### src/rtl/regfile_pkg.sv
// Shared defaults and types for the register-file writeback arbiter.
package regfile_pkg;

    localparam int unsigned DATA_W_DEF = 16;
    localparam int unsigned ADDR_W_DEF = 4;
    localparam int unsigned NREGS      = 2 ** ADDR_W_DEF;
    localparam int unsigned ZERO_REG   = 0;

    typedef struct packed {
        logic                  valid;
        logic [ADDR_W_DEF-1:0] addr;
        logic [DATA_W_DEF-1:0] data;
    } wb_stage_t;

endpackage

### src/rtl/rr_arbiter.sv
// Combinational round-robin arbiter: one-hot grant to the first request at or after ptr.
module rr_arbiter #(
    parameter int unsigned NREQ  = 3,
    parameter int unsigned PTR_W = 2
) (
    input  logic [NREQ-1:0]  req,
    input  logic [PTR_W-1:0] ptr,
    input  logic             en,
    output logic [NREQ-1:0]  gnt
);

    logic found;

    // Two passes: first ptr..NREQ-1, then wrap to 0..ptr-1.
    always_comb begin
        gnt   = '0;
        found = 1'b0;
        if (en) begin
            for (int i = 0; i < NREQ; i++) begin
                if (!found && req[i] && (i >= int'(ptr))) begin
                    gnt[i] = 1'b1;
                    found  = 1'b1;
                end
            end
            for (int i = 0; i < NREQ; i++) begin
                if (!found && req[i]) begin
                    gnt[i] = 1'b1;
                    found  = 1'b1;
                end
            end
        end
    end

endmodule

### src/rtl/regfile_wb_arbiter.sv
// Round-robin writeback arbiter with a one-entry write stage and pending-write scoreboard.
// Optional decode bypass outputs are enabled by defining RF_BYPASS_EN.
module regfile_wb_arbiter
    import regfile_pkg::*;
#(
    parameter int unsigned NREQ   = 3,
    parameter int unsigned DATA_W = DATA_W_DEF,
    parameter int unsigned ADDR_W = ADDR_W_DEF
) (
    input  logic                   clock,
    input  logic                   reset,
    input  logic [NREQ-1:0]        req_valid,
    output logic [NREQ-1:0]        req_ready,
    input  logic [NREQ*ADDR_W-1:0] req_addr,
    input  logic [NREQ*DATA_W-1:0] req_data,
    input  logic                   wr_stall,
    output logic                   wr_en,
    output logic [ADDR_W-1:0]      wr_addr,
    output logic [DATA_W-1:0]      wr_data,
    output logic [2**ADDR_W-1:0]   pending,
    input  logic [ADDR_W-1:0]      rd_addr1,
    input  logic [ADDR_W-1:0]      rd_addr2,
    output logic                   byp_hit1,
    output logic                   byp_hit2,
    output logic [DATA_W-1:0]      byp_data1,
    output logic [DATA_W-1:0]      byp_data2
);

    localparam int unsigned PTR_W = (NREQ > 1) ? $clog2(NREQ) : 1;
    localparam int unsigned NR    = 2 ** ADDR_W;

    typedef struct packed {
        logic              valid;
        logic [ADDR_W-1:0] addr;
        logic [DATA_W-1:0] data;
    } stage_t;

    stage_t            stage_q, stage_d;
    logic [PTR_W-1:0]  rr_ptr_q, rr_ptr_d;
    logic [NR-1:0]     pending_q, pending_d;
    logic              retire, can_accept, accept, load;
    logic [NREQ-1:0]   gnt;
    logic [PTR_W-1:0]  gnt_idx;
    logic [ADDR_W-1:0] sel_addr;
    logic [DATA_W-1:0] sel_data;

    assign retire     = stage_q.valid & ~wr_stall;
    assign can_accept = ~stage_q.valid | retire;

    rr_arbiter #(
        .NREQ  (NREQ),
        .PTR_W (PTR_W)
    ) u_rr_arbiter (
        .req (req_valid),
        .ptr (rr_ptr_q),
        .en  (can_accept),
        .gnt (gnt)
    );

    assign req_ready = gnt;
    assign accept    = |gnt;

    always_comb begin
        gnt_idx  = '0;
        sel_addr = '0;
        sel_data = '0;
        for (int i = 0; i < NREQ; i++) begin
            if (gnt[i]) begin
                gnt_idx  = PTR_W'(i);
                sel_addr = req_addr[i*ADDR_W +: ADDR_W];
                sel_data = req_data[i*DATA_W +: DATA_W];
            end
        end
    end

    // Writes to the hard-zero register handshake but never occupy the stage.
    assign load = accept & (sel_addr != ADDR_W'(ZERO_REG));

    always_comb begin
        stage_d   = stage_q;
        pending_d = pending_q;
        rr_ptr_d  = rr_ptr_q;
        if (retire) begin
            stage_d.valid             = 1'b0;
            pending_d[stage_q.addr]   = 1'b0;
        end
        if (load) begin
            stage_d.valid       = 1'b1;
            stage_d.addr        = sel_addr;
            stage_d.data        = sel_data;
            pending_d[sel_addr] = 1'b1;
        end
        if (accept) begin
            rr_ptr_d = (gnt_idx == PTR_W'(NREQ - 1)) ? '0 : gnt_idx + 1'b1;
        end
    end

    always_ff @(posedge clock or posedge reset) begin
        if (reset) begin
            stage_q   <= '0;
            pending_q <= '0;
            rr_ptr_q  <= '0;
        end else begin
            stage_q   <= stage_d;
            pending_q <= pending_d;
            rr_ptr_q  <= rr_ptr_d;
        end
    end

    assign wr_en   = retire;
    assign wr_addr = stage_q.addr;
    assign wr_data = stage_q.data;
    assign pending = pending_q;

`ifdef RF_BYPASS_EN
    assign byp_hit1  = stage_q.valid & (stage_q.addr == rd_addr1) &
                       (rd_addr1 != ADDR_W'(ZERO_REG));
    assign byp_hit2  = stage_q.valid & (stage_q.addr == rd_addr2) &
                       (rd_addr2 != ADDR_W'(ZERO_REG));
    assign byp_data1 = stage_q.data;
    assign byp_data2 = stage_q.data;
`else
    logic unused_rd;
    assign unused_rd = ^{rd_addr1, rd_addr2};
    assign byp_hit1  = 1'b0;
    assign byp_hit2  = 1'b0;
    assign byp_data1 = '0;
    assign byp_data2 = '0;
`endif

endmodule

### config.mk
export PLATFORM = sky130hd
export DESIGN_NAME = regfile_wb_arbiter
export DESIGN_NICKNAME = d
export VERILOG_FILES = /design/src/rtl/regfile_pkg.sv /design/src/rtl/rr_arbiter.sv /design/src/rtl/regfile_wb_arbiter.sv
export SDC_FILE = /design/constraint.sdc
export NUM_CORES = 1
export LEC_CHECK = 0
export CORE_MARGIN = 4
export CORE_UTILIZATION = 41
export CTS_BUF_LIST = sky130_fd_sc_hd__clkbuf_4 sky130_fd_sc_hd__clkbuf_8 sky130_fd_sc_hd__clkbuf_16
export DETAILED_ROUTE_END_ITERATION = 10
export PLACE_DENSITY = 0.87
export SYNTH_ARGS = -nofsm -noshare
export SYNTH_HDL_FRONTEND = slang
export SYNTH_HIERARCHICAL = 1
export SYNTH_SLANG_ARGS = --single-unit
export TNS_END_PERCENT = 30
### constraint.sdc
create_clock -name clock -period 5 [get_ports clock]
set_input_delay 1.25 -clock clock [delete_from_list [all_inputs] [get_ports clock]]
set_output_delay 1.25 -clock clock [all_outputs]
set_load 0.005 [all_outputs]
==> results.toml, run 1 <==
[status]
outcome = "complete, no violations"

[sta]
relSlewSlack_pct = 65.9
period_share_pct = 83.8
fin_setup_tns_ns = 0
rsz0062_at_grt = "no"
whs_ns = 0.497
finalClockSkew_ns = 0.00712
fmax_ghz = 0.239
min_period_ns = 4.19
setup_violations = 0
tightest_slew_ns = 0.511
hold_viol_final = 0
final_max_slew_viol_count = 0

[die]
coreArea_um2 = 5920
num_rows = 28
die_y_um = 86.1
chipWidth_um = 86.1
io_pins = 148
dieArea_um2 = 7420
start_util_pct = 42.3

[worst_hold_path]
hp-class = "flop to flop"

[cells_and_area]
diodes = 0
layout-drive-gt1-share_pct = 9.40
area_growth_pct = 37.4
final_nets = 424

[worst_setup_path]
crit_required_ns = 3.75
cp_max_fo = 12
crit_type = "primary input to output pin"
path_buf_inv = 2
cpMostUsedCell = "clkdlybuf4s50_1"
critPathTopFamily = "buffers and inverters"
critPathLaunchType = "primary input"
path_cells = "clkdlybuf4s50_1, a21oi_1, o2111a_1, clkdlybuf4s50_1"
slowest_stage = "clkdlybuf4s50_1"
arrival_ns = 2.94
max_stage_delay_ns = 0.60
cp-end-kind = "output pin"

[pwr]
combPwrFrac_pct = 51.8
leakage_nw = 1.49
seqPwrFrac_pct = 31.9
clkPwrFrac_pct = 16.3
powerDensity_nw_per_um2 = 482
irDropWorstVdd_uv = 277
p_sw_share_pct = 33.9
p_int_mw = 1.10
power.total_mw = 1.66
p_switching_mw = 0.561

[drt]
firstDrtPassIters = 5
drc = 0
avgViaCountPerCell = 4.86
vias = 2072
ant_nets = 0
drtIter0Drc = 96
wl_per_cell_um = 14.7
totalWireLength_um = 6260

[clocking]
cts_sinks = 39
cts_setup_buffers = 0
numCtsBuffers = 5
clock_path_buffers = 2
clkLatencyLatePin_ns = 0.29
cts_resized = 0
cts_tree = "built"
cts_hold_buffers = 0
cts_root_buf = "clkbuf_8"
h-tree-depth = 2
clk_pin_slew_ns = 0.08

[grt]
antenna_found_initial = 0
grt_pass1_wl_um = 9670
grt_pass1_vias = 2079
grt.total_usage_pct = 16.3
grt_max_degree = 47
overflow = 0

[yosys]
seq_area_frac_synth_pct = 39.0
syn_inst = 267
synth_cell_types = 32
yosys_register_bits = 39
yosysWarnings = 6
syn-mean-instance-area_um2 = 9.38
netlist_area_um2 = 2500

[flow_run]
drv_cap = 0

[placement]
gp_congestion = 0.797
hpwl_um = 4970
io_buffers = 105
-- layout by cell type (no fill, tap or decap), types with 2 or more instances in the layout --
cell / instances
clkdlybuf4s50_1: 105
buf_4: 4
nor2_1: 4
o21ai_0: 47
a21oi_2: 2
o2111a_1: 2
a21oi_1: 5
dfrtp_1: 39
nand2_1: 27
nand3b_1: 5
nand2b_1: 3
mux2_4: 15
nor2b_1: 4
conb_1: 34
clkbuf_8: 6
a22o_1: 3
inv_1: 9
nand3_1: 5
a22oi_1: 18
-- kinds of logic after synthesis --
family | Yosys count | synth area share (%)
buffers and inverters | 75 | 20.5
flip-flops | 39 | 39.0
other | 1 | 0.150
multiplexers | 16 | 9.45
AO/OA/AOI/OAI | 83 | 20.4
AND/OR/NAND/NOR | 53 | 10.4
-- power groups by stage --
stage,sequential [mW],clock (mW),combinational [mW]
2_1_floorplan,0.519,0,0.584
3_3_place_gp,0.528,0,0.836
3_5_place_dp,0.536,0,0.870
4_1_cts,0.532,0.276,0.869
5_1_grt,0.549,0.288,0.943
6_report,0.529,0.270,0.858
-- Yosys cell counts --
cell type	n	area (µm²)
buf_4	54	405
o21ai_0	47	235
dfrtp_1	39	976
nand2_1	27	101
a22oi_1	18	135
mux2_4	15	225
inv_1	9	33.8
clkbuf_1	7	26.3
a21oi_1	5	25.0
nand3_1	5	25.0
nand3b_1	5	37.5
buf_6	4	45.0
nor2_1	4	15.0
nor2b_1	4	25.0
a22o_1	3	26.3
nand2b_1	3	18.8
a21oi_2	2	17.5
o2111a_1	2	22.5
a22oi_2	1	12.5
buf_1	1	3.75
conb_1	1	3.75
mux2_2	1	11.3
nor3_1	1	5.00
nor3b_1	1	7.51
o21a_1	1	7.51
o21ai_1	1	5.00
o21bai_1	1	7.51
o311a_1	1	10.0
o31ai_1	1	7.51
or3_1	1	6.26
or3b_2	1	8.76
or4_4	1	11.3
-- final timing paths --
check                             start      endpoint  slack, ns  cells after the start
min in group asynchronous         reset   pending[13]       1.38                      3
max                        req_valid[2]  req_ready[1]       0.81                      4
max in group asynchronous         reset   rr_ptr_q[0]       3.27                      3
min                          pending[0]    pending[0]       0.50                      1
min reg2reg                  pending[0]    pending[0]       0.50                      1
max reg2reg                 rr_ptr_q[0]   wr_data[12]       2.20                      7
-- per-stage QoR --
stage,worst slack [ns],utilization [%],cell area (µm²),std cells
CTS,0.807,58.1,3440,426
finish,0.810,58.1,3440,426
detailed placement,0.808,56.1,3320,418
global route,0.707,58.1,3440,426
floorplan,1.83,-,2630,300
global placement,0.857,56.1,3320,418
-- metal layers --
layer	track usage, %	vias up	part of all wire [%]
met5	0	-	0
met4	3.45	0	0.65
met3	5.09	4	9.9
met2	30.6	101	53
met1	17.9	958	36
li1	-	1009	-
-- cell type report --
class	instances	area, µm²
Fill cell	527	2480
Multi-Input combinational cell	186	1140
Timing Repair Buffer	109	1080
Clock buffer	6	82.6
Sequential cell	39	976
Clock inverter	2	35.0
Tap cell	75	93.8
Inverter	9	33.8
-- sequential cells by signal, indices dropped and copies added (netlist names) --
signal / count
rr_ptr_q: 2
pending: 16
wr_addr: 4
stage_q: 1
wr_data: 16
No activity file was read; power rests on OpenSTA's default activity.
==> run 2, diff against run 1 <==
CORE_UTILIZATION = 38   (was 41)
PLACE_DENSITY = 0.82   (was 0.87)
clock period = 4.1 ns   (was 5 ns; I/O delays follow)
==> run 2 against run 1 <==
Against the previous run: sequential power grew 21%; wire length grew 1.5%; clock-buffer cell count shrank 1; register-to-register slack lost 0.89 ns; non-clock buffer count grew 4; largest power group unchanged.
==> results.toml, run 2 (same netlist as run 1, synthesis figures left out) <==
[status]
outcome = "complete, no violations"

[sta]
rsz0062_at_grt = "no"
period_share_pct = 92.4
min_period_ns = 3.79
final_max_slew_viol_count = 0
setup_violations = 0
hold_viol_final = 0
fin_setup_tns_ns = 0
fmax_ghz = 0.264
finalClockSkew_ns = 0.00858

[worst_setup_path]
crit_required_ns = 3.07
critPathLaunchType = "primary input"
startpoint = "req_valid[1]"
crit_type = "primary input to output pin"
cp-end-kind = "output pin"
arrival_ns = 2.76
cp_max_fo = 10
r2r_cells = 7
crit-reg2reg-capture = "wr_data[12]"
rrSetupSlack_ns = 1.31
regToRegStartpoint = "rr_ptr_q[1]"

[grt]
grt_max_degree = 40
grt_pass1_vias = 2036
grt.total_usage_pct = 15.7
overflow = 0
antenna_found_initial = 0
grt_pass1_wl_um = 9480

[clocking]
cts_root_buf = "clkbuf_8"
cts_hold_buffers = 0
clock_path_buffers = 2
cts_resized = 0
clk_pin_slew_ns = 0.08
cts_sinks = 39
cts_tree = "built"
h-tree-depth = 2
clkLatencyLatePin_ns = 0.29
numCtsBuffers = 5
cts_setup_buffers = 0

[die]
chipWidth_um = 89.2
num_rows = 29
start_util_pct = 39.2
coreArea_um2 = 6390
io_pins = 148
die_y_um = 89.2
dieArea_um2 = 7950

[drt]
totalWireLength_um = 6360
drtIter0Drc = 41
vias = 2134
firstDrtPassIters = 4
ant_nets = 0
avgViaCountPerCell = 4.94
wl_per_cell_um = 14.7
drc = 0

[placement]
gp_congestion = 0.836
hpwl_um = 5130
io_buffers = 105
dp_cells = 424

[worst_hold_path]
worstHoldStart = "pending[0]"
min_to = "pending[0]"
hp-class = "flop to flop"
worstHoldPathCells = 1

[cells_and_area]
final_cell_mix = "clkdlybuf4s50_1 (105), o21ai_0 (47), dfrtp_1 (39)"
layout.cells.non_filler = 432
layout-drive-gt1-share_pct = 10.4
diodes = 0
area_growth_pct = 39.4
final_nets = 428
final_common_cell = "clkdlybuf4s50_1"

[flow_run]
drv_cap = 0

[pwr]
powerDensity_nw_per_um2 = 600
leakage_nw = 1.51
irDropWorstVdd_uv = 371
[run 2: cell count changes in the layout (fill, tap and decap cells not counted), sizes merged]
cell	previous run	this run
buf	4	8
bufinv	1	2
clkbuf	6	5
clkinvlp	0	1
inv	9	8
[run 2: worst max-delay path by stage]
stage              endpoint
2_1_floorplan    wr_data[0]
3_3_place_gp    wr_data[12]
3_5_place_dp    wr_data[14]
4_1_cts        req_ready[2]
5_1_grt        req_ready[2]
6_report       req_ready[2]
[run 2: cell type report]
class                   count  area (µm²)
repair buffers            113        1110
well taps                  77        96.3
clock buffers               5        68.8
flip-flops and latches     39         976
clock inverters             3        67.6
fillers                   559        2900
inverters                   9        33.8
multi-input cells         186        1140
[run 2: per-layer routing]
| layer | up-vias | part of all wire, % | global-route usage [%] | routed length (µm) |
|---|---|---|---|---|
| li1 | 1016 | - | - | - |
| met1 | 992 | 37 | 16.7 | 2330 |
| met2 | 113 | 50 | 28.8 | 3180 |
| met3 | 13 | 11 | 5.44 | 703 |
| met4 | 0 | 2.2 | 5.28 | 139 |
| met5 | - | 0 | 0 | 0 |
[run 2: power by group]
| group | switching (mW) | leakage (nW) | internal, mW |
|---|---|---|---|
| registers | 0.0988 | 0.488 | 0.543 |
| clock network | 0.142 | 0.0644 | 0.243 |
| logic | 0.458 | 0.958 | 0.609 |
| total | 0.699 | 1.51 | 1.39 |
[run 2: stage by stage]
stage / instance area, µm² / hold slack, ns / power, mW / worst slack, ns / util [%]
after floorplan: 2630 / 0.482 / 1.34 / 1.16 / -
after global placement: 3350 / 0.471 / 1.68 / 0.305 / 52.5
after detailed placement: 3350 / 0.485 / 1.72 / 0.264 / 52.5
after CTS: 3490 / 0.504 / 2.11 / 0.327 / 54.7
after global routing: 3490 / 0.519 / 2.24 / 0.238 / 54.7
final: 3490 / 0.511 / 2.09 / 0.314 / 54.7
[run 2: critical path, cell delays in order]
cell and delay (ns):
clkdlybuf4s50_1 0.47, nor3b_1 0.23, o311a_1 0.45, clkdlybuf4s50_1 0.58
==> run 3, diff against run 2 <==
CORE_MARGIN = 5   (was 4)
clock period = 4.3 ns   (was 4.1 ns; I/O delays follow)
==> run 3 against run 2 <==
Against the previous run: sequential share of layout area grew 0.68 points; setup slack gained 0.012 ns; wire length grew 1.6%.
==> results.toml, run 3 (same netlist as run 1, synthesis figures left out) <==
[drt]
wl_per_cell_um = 15.1
ant_nets = 0
drtIter0Drc = 87
vias = 2118
avgViaCountPerCell = 4.95
firstDrtPassIters = 4
totalWireLength_um = 6460
drc = 0

[clocking]
clkLatencyLatePin_ns = 0.28
numCtsBuffers = 5
cts_resized = 0
cts_setup_buffers = 0
h-tree-depth = 2
cts_root_buf = "clkbuf_8"
clock_path_buffers = 2
cts_sinks = 39
cts_hold_buffers = 0
cts_tree = "built"
clk_pin_slew_ns = 0.07

[cells_and_area]
fillers = 583
final_util_pct = 53.4
area_growth_pct = 36.1
diodes = 0
final_nets = 424
layout-drive-gt1-share_pct = 9.40
final_cell_mix = "clkdlybuf4s50_1 (105), o21ai_0 (47), dfrtp_1 (39)"
final_common_cell = "clkdlybuf4s50_1"

[grt]
antenna_found_initial = 0
overflow = 0
grt_pass1_wl_um = 10400
grt_pass1_vias = 2215
grt.total_usage_pct = 15.4
grt_max_degree = 35

[sta]
setup_violations = 0
period_share_pct = 92.4
rsz0062_at_grt = "no"
fmax_ghz = 0.252
min_period_ns = 3.97
relSlewSlack_pct = 35.6
finalClockSkew_ns = 0.00360
hold_viol_final = 0
fin_setup_tns_ns = 0
tightest_slew_ns = 0.964
final_max_slew_viol_count = 0

[worst_setup_path]
crit_required_ns = 3.22
cp_max_fo = 14
rrSetupSlack_ns = 1.55
crit_type = "primary input to output pin"
arrival_ns = 2.90
regToRegStartpoint = "rr_ptr_q[0]"
critPathLaunchType = "primary input"
cp-end-kind = "output pin"
startpoint = "req_valid[1]"

[placement]
io_buffers = 105
hpwl_um = 5180
gp_congestion = 0.889

[pwr]
leakage_nw = 1.48
irDropWorstVdd_uv = 316
powerDensity_nw_per_um2 = 543

[die]
io_pins = 148
chipWidth_um = 91.2
start_util_pct = 39.2
die_y_um = 91.2
coreArea_um2 = 6390
num_rows = 29
dieArea_um2 = 8310

[worst_hold_path]
worstHoldStart = "wr_data[14]"
hp-class = "flop to flop"

[flow_run]
drv_cap = 0

[status]
outcome = "complete, no violations"
-- run 3: changes by cell type in the layout (fill, tap and decap cells not counted) --
cell | before | now
buf_4 | 8 | 4
clkinv_2 | 0 | 3
bufinv_16 | 2 | 0
clkinv_1 | 1 | 0
clkinvlp_4 | 1 | 0
inv_1 | 8 | 9
-- run 3: per-layer routing --
| metal | up-vias | share of wire [%] | GRT usage, % | routed length, µm |
|---|---|---|---|---|
| met2 | 134 | 49 | 27.6 | 3180 |
| met1 | 964 | 37 | 16.4 | 2360 |
| met3 | 17 | 11 | 5.29 | 737 |
| li1 | 1003 | - | - | - |
| met4 | 0 | 2.7 | 5.87 | 176 |
| met5 | - | 0 | 0 | 0 |
-- run 3: critical path, stage by stage --
cell	delay, ns
clkdlybuf4s50_1	0.47
nor3b_1	0.22
o311a_1	0.53
clkdlybuf4s50_1	0.60
-- run 3: worst paths after layout --
check | end | cells past startpoint
worst max-delay path | req_ready[2] | 4
worst min-delay path | wr_data[14] | 1
worst max register to register | wr_data[3] | 6
worst min register to register | wr_data[14] | 1
max in group asynchronous | wr_data[8] | 3
min in group asynchronous | pending[7] | 2
-- run 3: power by group --
| part | total, mW | switching [mW] | internal [mW] |
|---|---|---|---|
| registers | 0.616 | 0.0979 | 0.518 |
| logic | 1.00 | 0.435 | 0.568 |
| clock network | 0.232 | 0.121 | 0.111 |
-- run 3: cell type report --
type | instances | area, µm² | area share (%)
sequential | 39 | 976 | 28.6
clock buffer | 5 | 68.8 | 2.02
timing repair buffer | 109 | 1080 | 31.7
tap | 77 | 96.3 | 2.83
inverter | 9 | 33.8 | 0.991
clock inverter | 3 | 15.0 | 0.441
multi-input combinational | 186 | 1140 | 33.4
-- run 3: metrics by stage --
step	power (mW)	setup WS, ns	hold slack (ns)	instances	instance area, µm²
floorplan	1.28	1.31	0.482	300	2630
global placement	1.60	0.383	0.476	420	3320
detailed placement	1.63	0.337	0.494	420	3320
CTS	1.87	0.335	0.514	428	3410
global route	2.00	0.239	0.535	428	3410
finish	1.85	0.325	0.517	428	3410
